===== config.mk =====
export PLATFORM = sky130hd
export DESIGN_NAME = csr_weight_packer
export DESIGN_NICKNAME = d
export VERILOG_FILES = /design/src/rtl/csr_weight_packer.sv
export SDC_FILE = /design/constraint.sdc
export NUM_CORES = 1
export LEC_CHECK = 0
export ABC_AREA = 1
export CAP_MARGIN = 20
export CORE_MARGIN = 2
export CORE_UTILIZATION = 59
export CTS_BUF_LIST = sky130_fd_sc_hd__clkbuf_2
export CTS_CLUSTER_DIAMETER = 80
export DETAILED_ROUTE_END_ITERATION = 16
export PLACE_DENSITY = 0.88
export SLEW_MARGIN = 20
export SYNTH_ARGS = -nofsm -noshare
export SYNTH_HDL_FRONTEND = slang
export SYNTH_SLANG_ARGS = --single-unit

===== constraint.sdc =====
create_clock -name clk -period 4.6 [get_ports clk]
set_clock_uncertainty 0.15 [all_clocks]
set_input_delay 0.92 -clock clk [delete_from_list [all_inputs] [get_ports clk]]
set_output_delay 0.92 -clock clk [all_outputs]
set_load 0.03 [all_outputs]

===== src/rtl/csr_weight_packer.sv =====
// csr_weight_packer: packs dense row-major weights into CSR words {col, weight},
// skipping zeros, and emits one cumulative row-end pointer per row.
module csr_weight_packer #(
    parameter int ADDR_W   = 14,
    parameter int IDX_W    = 10,
    parameter int W_W      = 8,
    parameter int NUM_ROWS = 16,
    localparam int ROW_W   = (NUM_ROWS > 1) ? $clog2(NUM_ROWS) : 1
) (
    input  logic                   clk,
    input  logic                   rst_n,
    input  logic                   start,
    input  logic                   in_valid,
    output logic                   in_ready,
    input  logic [W_W-1:0]         in_weight,
    input  logic                   in_last,
    output logic                   mem_we,
    output logic [ADDR_W-1:0]      mem_addr,
    output logic [IDX_W+W_W-1:0]   mem_wdata,
    output logic                   ptr_we,
    output logic [ROW_W-1:0]       ptr_addr,
    output logic [ADDR_W:0]        ptr_data,
    output logic                   done,
    output logic                   err
);

    localparam logic [ROW_W-1:0] LAST_ROW = ROW_W'(NUM_ROWS - 1);

    typedef enum logic [1:0] {
        S_IDLE,
        S_PACK,
        S_DONE,
        S_ERR
    } state_t;

    state_t                 state_q, state_d;
    logic [ADDR_W:0]        wr_ptr_q, wr_ptr_d;
    logic [IDX_W-1:0]       col_q, col_d;
    logic [ROW_W-1:0]       row_q, row_d;
    logic                   mem_we_q, mem_we_d;
    logic [ADDR_W-1:0]      mem_addr_q, mem_addr_d;
    logic [IDX_W+W_W-1:0]   mem_wdata_q, mem_wdata_d;
    logic                   ptr_we_q, ptr_we_d;
    logic [ROW_W-1:0]       ptr_addr_q, ptr_addr_d;
    logic [ADDR_W:0]        ptr_data_q, ptr_data_d;
    logic                   done_q, done_d;
    logic                   err_q, err_d;

    logic beat_acc;
    logic nonzero;
    logic full;

    assign in_ready  = (state_q == S_PACK);
    assign beat_acc  = in_valid && in_ready;
    assign nonzero   = (in_weight != '0);
    assign full      = wr_ptr_q[ADDR_W];

    assign mem_we    = mem_we_q;
    assign mem_addr  = mem_addr_q;
    assign mem_wdata = mem_wdata_q;
    assign ptr_we    = ptr_we_q;
    assign ptr_addr  = ptr_addr_q;
    assign ptr_data  = ptr_data_q;
    assign done      = done_q;
    assign err       = err_q;

    // Next-state logic: job control, zero skipping, row pointers and fault detection.
    always_comb begin
        state_d     = state_q;
        wr_ptr_d    = wr_ptr_q;
        col_d       = col_q;
        row_d       = row_q;
        mem_we_d    = 1'b0;
        mem_addr_d  = mem_addr_q;
        mem_wdata_d = mem_wdata_q;
        ptr_we_d    = 1'b0;
        ptr_addr_d  = ptr_addr_q;
        ptr_data_d  = ptr_data_q;
        done_d      = 1'b0;
        err_d       = err_q;

        case (state_q)
            S_PACK: begin
                if (beat_acc) begin
                    if (nonzero && full) begin
                        // No room for this entry: drop it and stop the job.
                        err_d   = 1'b1;
                        state_d = S_ERR;
                    end else begin
                        if (nonzero) begin
                            mem_we_d    = 1'b1;
                            mem_addr_d  = wr_ptr_q[ADDR_W-1:0];
                            mem_wdata_d = {col_q, in_weight};
                            wr_ptr_d    = wr_ptr_q + 1'b1;
                        end
                        if (in_last) begin
                            // Pointer reflects this beat's own write, if any.
                            ptr_we_d   = 1'b1;
                            ptr_addr_d = row_q;
                            ptr_data_d = wr_ptr_d;
                            col_d      = '0;
                            row_d      = row_q + 1'b1;
                            if (row_q == LAST_ROW) begin
                                done_d  = 1'b1;
                                state_d = S_DONE;
                            end
                        end else if (col_q == '1) begin
                            // Row is wider than the index field can encode.
                            err_d   = 1'b1;
                            state_d = S_ERR;
                        end else begin
                            col_d = col_q + 1'b1;
                        end
                    end
                end
            end
            default: begin
                if (start) begin
                    state_d  = S_PACK;
                    wr_ptr_d = '0;
                    col_d    = '0;
                    row_d    = '0;
                    err_d    = 1'b0;
                end
            end
        endcase
    end

    // State and registered outputs, cleared by synchronous reset.
    always_ff @(posedge clk) begin
        if (!rst_n) begin
            state_q     <= S_IDLE;
            wr_ptr_q    <= '0;
            col_q       <= '0;
            row_q       <= '0;
            mem_we_q    <= 1'b0;
            mem_addr_q  <= '0;
            mem_wdata_q <= '0;
            ptr_we_q    <= 1'b0;
            ptr_addr_q  <= '0;
            ptr_data_q  <= '0;
            done_q      <= 1'b0;
            err_q       <= 1'b0;
        end else begin
            state_q     <= state_d;
            wr_ptr_q    <= wr_ptr_d;
            col_q       <= col_d;
            row_q       <= row_d;
            mem_we_q    <= mem_we_d;
            mem_addr_q  <= mem_addr_d;
            mem_wdata_q <= mem_wdata_d;
            ptr_we_q    <= ptr_we_d;
            ptr_addr_q  <= ptr_addr_d;
            ptr_data_q  <= ptr_data_d;
            done_q      <= done_d;
            err_q       <= err_d;
        end
    end

endmodule


**Yosys cells after proc, flatten, opt, wreduce, memory -nomap -nowiden**

Cells that the tools add are included.

- Reduce and logical (&&, ||, !) cells: 13
- Equal/unequal tests: 11
- Muxes and demuxes: 32
- Add/subtract/negate cells: 3
- Bitwise logic cells: 5

Operator list:

| cell | number |
|---|---|
| 15-bit two-way mux | 5 |
| 10-bit two-way mux | 6 |
| 4-bit AND reduction | 6 |
| 4-bit two-way mux | 5 |
| 15-bit by 1-bit adder with 15-bit output, second input constant | 1 |
| 2-bit two-way mux | 7 |
| 10-bit by 1-bit adder with 10-bit output, second input constant | 1 |
| 10-bit equality test, second input constant | 1 |
| 1-bit two-way mux | 9 |
| 8-bit nonzero test | 1 |
| 1-bit NOT | 5 |
| 5-bit OR reduction | 1 |
| 4-bit by 1-bit adder with 4-bit output, second input constant | 1 |
| 4-bit equality test, second input constant | 1 |
| 2-bit by 1-bit != test with 1-bit output, second input constant | 2 |
| 4-bit by 1-bit != test with 1-bit output, second input constant | 1 |
| 4-bit by 2-bit != test with 1-bit output, second input constant | 1 |
| 4-bit OR reduction | 1 |
| 3-bit by 1-bit != test with 1-bit output, second input constant | 1 |
| 3-bit by 2-bit != test with 1-bit output, second input constant | 1 |
| 3-bit != test, second input constant | 1 |
| 3-bit AND reduction | 1 |
| 2-bit by 1-bit equality test with 1-bit output, second input constant | 1 |
| 1-bit logical AND | 2 |
| other kinds (2) | 2 |

- Bits of input ports: 13
- Logic and storage cells: 76
- Output and inout port bits: 56
- Register bits: 86

**Longest topological paths before layout**

- Word-level depth: 6
- Gate-level depth with buffers: 11

**Least setup slack after synthesis**

Ideal clock, no wire load.

- Path type: input-to-reg
- Start point: input port in_weight[6]
- End point: register ptr_data_q[12] (netlist: ptr_data[12])
- Data arrival time: 1.937 ns
- Data required time: 4.335 ns
- Setup time: 0.115 ns
- Slack: 2.398 ns
- Buffers on the path: 2
- Stages on the path: 10
- Cells stage by stage: nor2_1 -> nand2_2 -> nor2_8 -> inv_2 -> buf_4 -> buf_6 -> nand2_1 -> o21ai_1 -> o21ai_0 -> inv_1

- Cells in the longest elaborated chain, start to end: 4
- Elaborated cells on any way between the ends: 5
- Classes of those cells: mux (1); bitwise (1); reduce/logical (3)

RTL lines:

| element | RTL line | text |
|---|---|---|
| from (decl) | 15 | `input logic [W_W-1:0] in_weight,` |
| 8-bit nonzero test (*) | 55 | `assign nonzero = (in_weight != '0);` |
| 1-bit logical AND | 85 | `if (nonzero && full) begin` |
| 1-bit NOT (no source line) | -- |  |
| 4-bit AND reduction (no source line) | -- |  |
| to (signal assigned) | 154 | `ptr_data_q <= ptr_data_d;` |
| to (decl) | 45 | `logic [ADDR_W:0] ptr_data_q, ptr_data_d;` |

Mark *: on every way between the ends. The rest lies on a longest branch, timed or not.
A chain may end at the register's enable or synchronous reset.

**Final worst setup path**

- Start point: register state_q[0]
- End point: output port in_ready

- Cells in the longest elaborated chain, start to end: 1

RTL lines:

| element | RTL line | text |
|---|---|---|
| from (decl) | 36 | `state_t state_q, state_d;` |
| from (signal assigned) | 145 | `state_q <= state_d;` |
| 2-bit by 1-bit equality test with 1-bit output | 53 | `assign in_ready = (state_q == S_PACK);` |
| to (decl) | 14 | `output logic in_ready,` |

No other way between the ends.

==> impl_metrics.csv <==
group,metric,value,unit
clock_network,post-cts-setup-buffer-count,0,
clock_network,ctsHtreeMaxLevel,3,
placed_design,io_buffer_count,68,
power,p_int,0.00100,W
power,p_switching,0.000404,W
outcome,status,"finished, final reports clean",
synth,synth.top_cell.area_share,0.433,
floorplanning,initial_core_util,0.619,
timing,worst_pin_slew,0.574,ns
cells_and_area,regArea,1720,µm²
clock_network,cts_resized,0,
clock_network,cts-root-buf,"clkbuf_2",
cells_and_area,final_common_cell,"nand2_1",
cells_and_area,area_growth,20.1,%
route,post_drt_wl_per_cell,13.7,µm
placed_design,place.gp.congestion,0.931,
cells_and_area,drive_above_1_share,0.0618,
power,power_frac_seq,0.550,
route,num_vias,3938,
floorplanning,core_region_area,6420,µm²
cells_and_area,fin_area,4780,µm²
setup_path,rrSetupSlack,2.09,ns
setup_path,worst_setup_path_end_kind,"output pin",
synth,synth_top_area_cell,"dfxtp_1",
timing,fin_tns_setup,0,ns
timing,setup_viol,0,
timing,fmax,304,MHz
setup_path,worstRegToRegCells,7,
worst_hold_path,hp-class,"register to register",
timing,rsz0062_at_grt,"no",
synth,synth.avg_cell_area,7.00,µm²
global_routing,grt_use_met1,0.349,
power,pwr-share-clk,0.317,
setup_path,path_max_fanout,12,
power,p_comb_frac,0.132,
timing,fin_crit_sh,0.716,
timing,maxSlewViolCount,0,
route,wl,9.69,mm
timing,finalHoldViolations,0,
route,via_per_inst,5.56,
route,drtIter0Drc,236,
floorplanning,die_x,86.1,µm
worst_hold_path,hold_end,"state_q[1]$_SDFFE_PN0P_",
synth,ys_ff_latch,86,
global_routing,grt_max_degree,37,
global_routing,grt.busiest_layer,"met2",
placed_design,dpl_cell_area,4630,µm²
power,swShare,0.287,
global_routing,met3_usage,0.0500,
clock_network,cts_tree,"yes",
setup_path,rr_startpoint,"state_q[0]$_SDFFE_PN0P_",
job,max_cap_viol_count,0,
cells_and_area,multi_input_area,1940,µm²
route,first_pass_iters,7,
timing,relSlewSlack,0.616,
cells_and_area,nFillCells,498,
setup_path,critPathKind,"register to output pin",
clock_network,holdBufCountCts,0,
synth,yosys-top-cells-area,"dfxtp_1, nand2_1, a21oi_1, nand3_1, nor2_1",
worst_hold_path,holdCritStartpoint,"state_q[1]$_SDFFE_PN0P_",
synth,ys_warn_count,0,
floorplanning,die_y,86.1,µm
global_routing,grt_pass1_wl,16.0,mm
clock_network,clk_latency,0.54,ns
clock_network,cts_buffers,9,
floorplanning,die_area,7410,µm²
global_routing,antenna_found_initial,0,
global_routing,grt_pass1_vias,3498,
cells_and_area,antenna_cells,0,
global_routing,grt_use_met2,0.421,
clock_network,cts.path.max_buffers,2,
setup_path,critPathLaunchType,"register",
power,power.leakage,1.74,nW
synth,synthCells,568,
synth,synth_nets,584,
route,ant_nets,0,
global_routing,grt_use_total,0.267,
cells_and_area,fin_nets,642,
route,post-route-drc-count,0,
clock_network,path_clk_slew,0.24,ns
setup_path,r2r_end,"mem_addr[13]$_SDFFE_PN0P_",
synth,syn_area,3980,µm²
cells_and_area,layout_common_cells,"nand2_1, dfxtp_1, a21oi_1",
placed_design,dp_hpwl,6.82,mm
clock_network,numClockSinks,86,
setup_path,cp.arrival,2.22,ns
setup_path,worst_ep_required_time,3.53,ns
timing,min_period,3.29,ns
power,ir_drop,194,µV
global_routing,overflow,0,
worst_hold_path,holdPathStages,2,
synth,synth.distinct_cells,34,
power,power_density,295,nW/µm²
floorplanning,ioPinCount,69,
floorplanning,std_cell_rows,29,
synth,seq_area_frac_synth,0.433,
==> flip-flops by register name, indices dropped and copies added, names as in the netlist <==
register / flops
col_q: 10
done: 1
err: 1
mem_addr: 14
mem_wdata: 18
mem_we: 1
ptr_addr: 4
ptr_data: 15
ptr_we: 1
row_q: 4
state_q: 2
wr_ptr_q: 15
==> cell families (layout without fill, tap and decap cells) <==
kind of cell	Yosys count	count (layout)	synth area share
xor gates and xnor gates	7	7	0.0154
adders and majority gates	3	3	0.00944
AOI/OAI and AO/OA	95	95	0.127
buffers and inverters	68	131	0.0787
and+or+nand+nor	309	309	0.336
DFF	86	86	0.433
==> layer usage <==
metal,routed length (µm),share of wire
met5,0,0
met3,667,0.069
met4,292,0.030
met2,4470,0.46
met1,4260,0.44
==> power by group through the flow <==
stage / Sequential [W] / Clock [W] / Combinational (W)
detailed placement: 0.000788 / 0 / 0.000183
CTS: 0.000774 / 0.000454 / 0.000185
finish: 0.000774 / 0.000446 / 0.000186
floorplan: 0.000811 / 0 / 0.000102
global route: 0.000777 / 0.000479 / 0.000201
global placement: 0.000788 / 0 / 0.000180
==> layout make-up <==
type	count	area share
Clock buffer	9	0.00943
Clock inverter	7	0.0202
Inverter	42	0.0330
Multi-Input combinational cell	414	0.406
Sequential cell	86	0.360
Tap cell	77	0.0202
Timing Repair Buffer	73	0.150
==> synthesized netlist by cell type, drive strengths merged <==
cell type,count
a21oi,69
nand4,12
nor4,1
nand2,176
o21ai,21
o21bai,2
nand3,55
nor3,1
or2,2
o21a,2
inv,42
xor2,4
nor2,59
xnor2,3
clkbuf,9
buf,17
dfxtp,86
nand3b,3
ha,3
o211ai,1
==> through the flow <==
step | worst slack (ns) | instances | power (W) | hold slack (ns) | utilization
after floorplan | 2.40 | 568 | 0.000913 | 0.281 | -
after global placement | 1.49 | 692 | 0.000968 | 0.292 | 0.722
after detailed placement | 1.44 | 692 | 0.000972 | 0.300 | 0.722
after CTS | 1.29 | 708 | 0.00141 | 0.325 | 0.744
after global routing | 1.18 | 708 | 0.00146 | 0.342 | 0.744
final | 1.31 | 708 | 0.00141 | 0.323 | 0.744
==> how the worst max path moves through the flow <==
stage / from / end / slack, ns / depth (start not counted)
2_1_floorplan: in_weight[6] / ptr_data[12]$_SDFFE_PN0P_ / 2.40 / 10
3_3_place_gp: in_weight[6] / ptr_data[7]$_SDFFE_PN0P_ / 1.49 / 10
3_5_place_dp: in_weight[7] / ptr_data[6]$_SDFFE_PN0P_ / 1.44 / 10
4_1_cts: state_q[0]$_SDFFE_PN0P_ / in_ready / 1.29 / 3
5_1_grt: state_q[0]$_SDFFE_PN0P_ / in_ready / 1.18 / 3
6_report: state_q[0]$_SDFFE_PN0P_ / in_ready / 1.31 / 3
==> critical path, stage by stage, from the launching register on <==
cell             delay (ns)
dfxtp_1                0.40
nand2_1                0.26
inv_1                  0.30
clkdlybuf4s50_1        0.72
No activity file was read; power rests on OpenSTA's default activity.
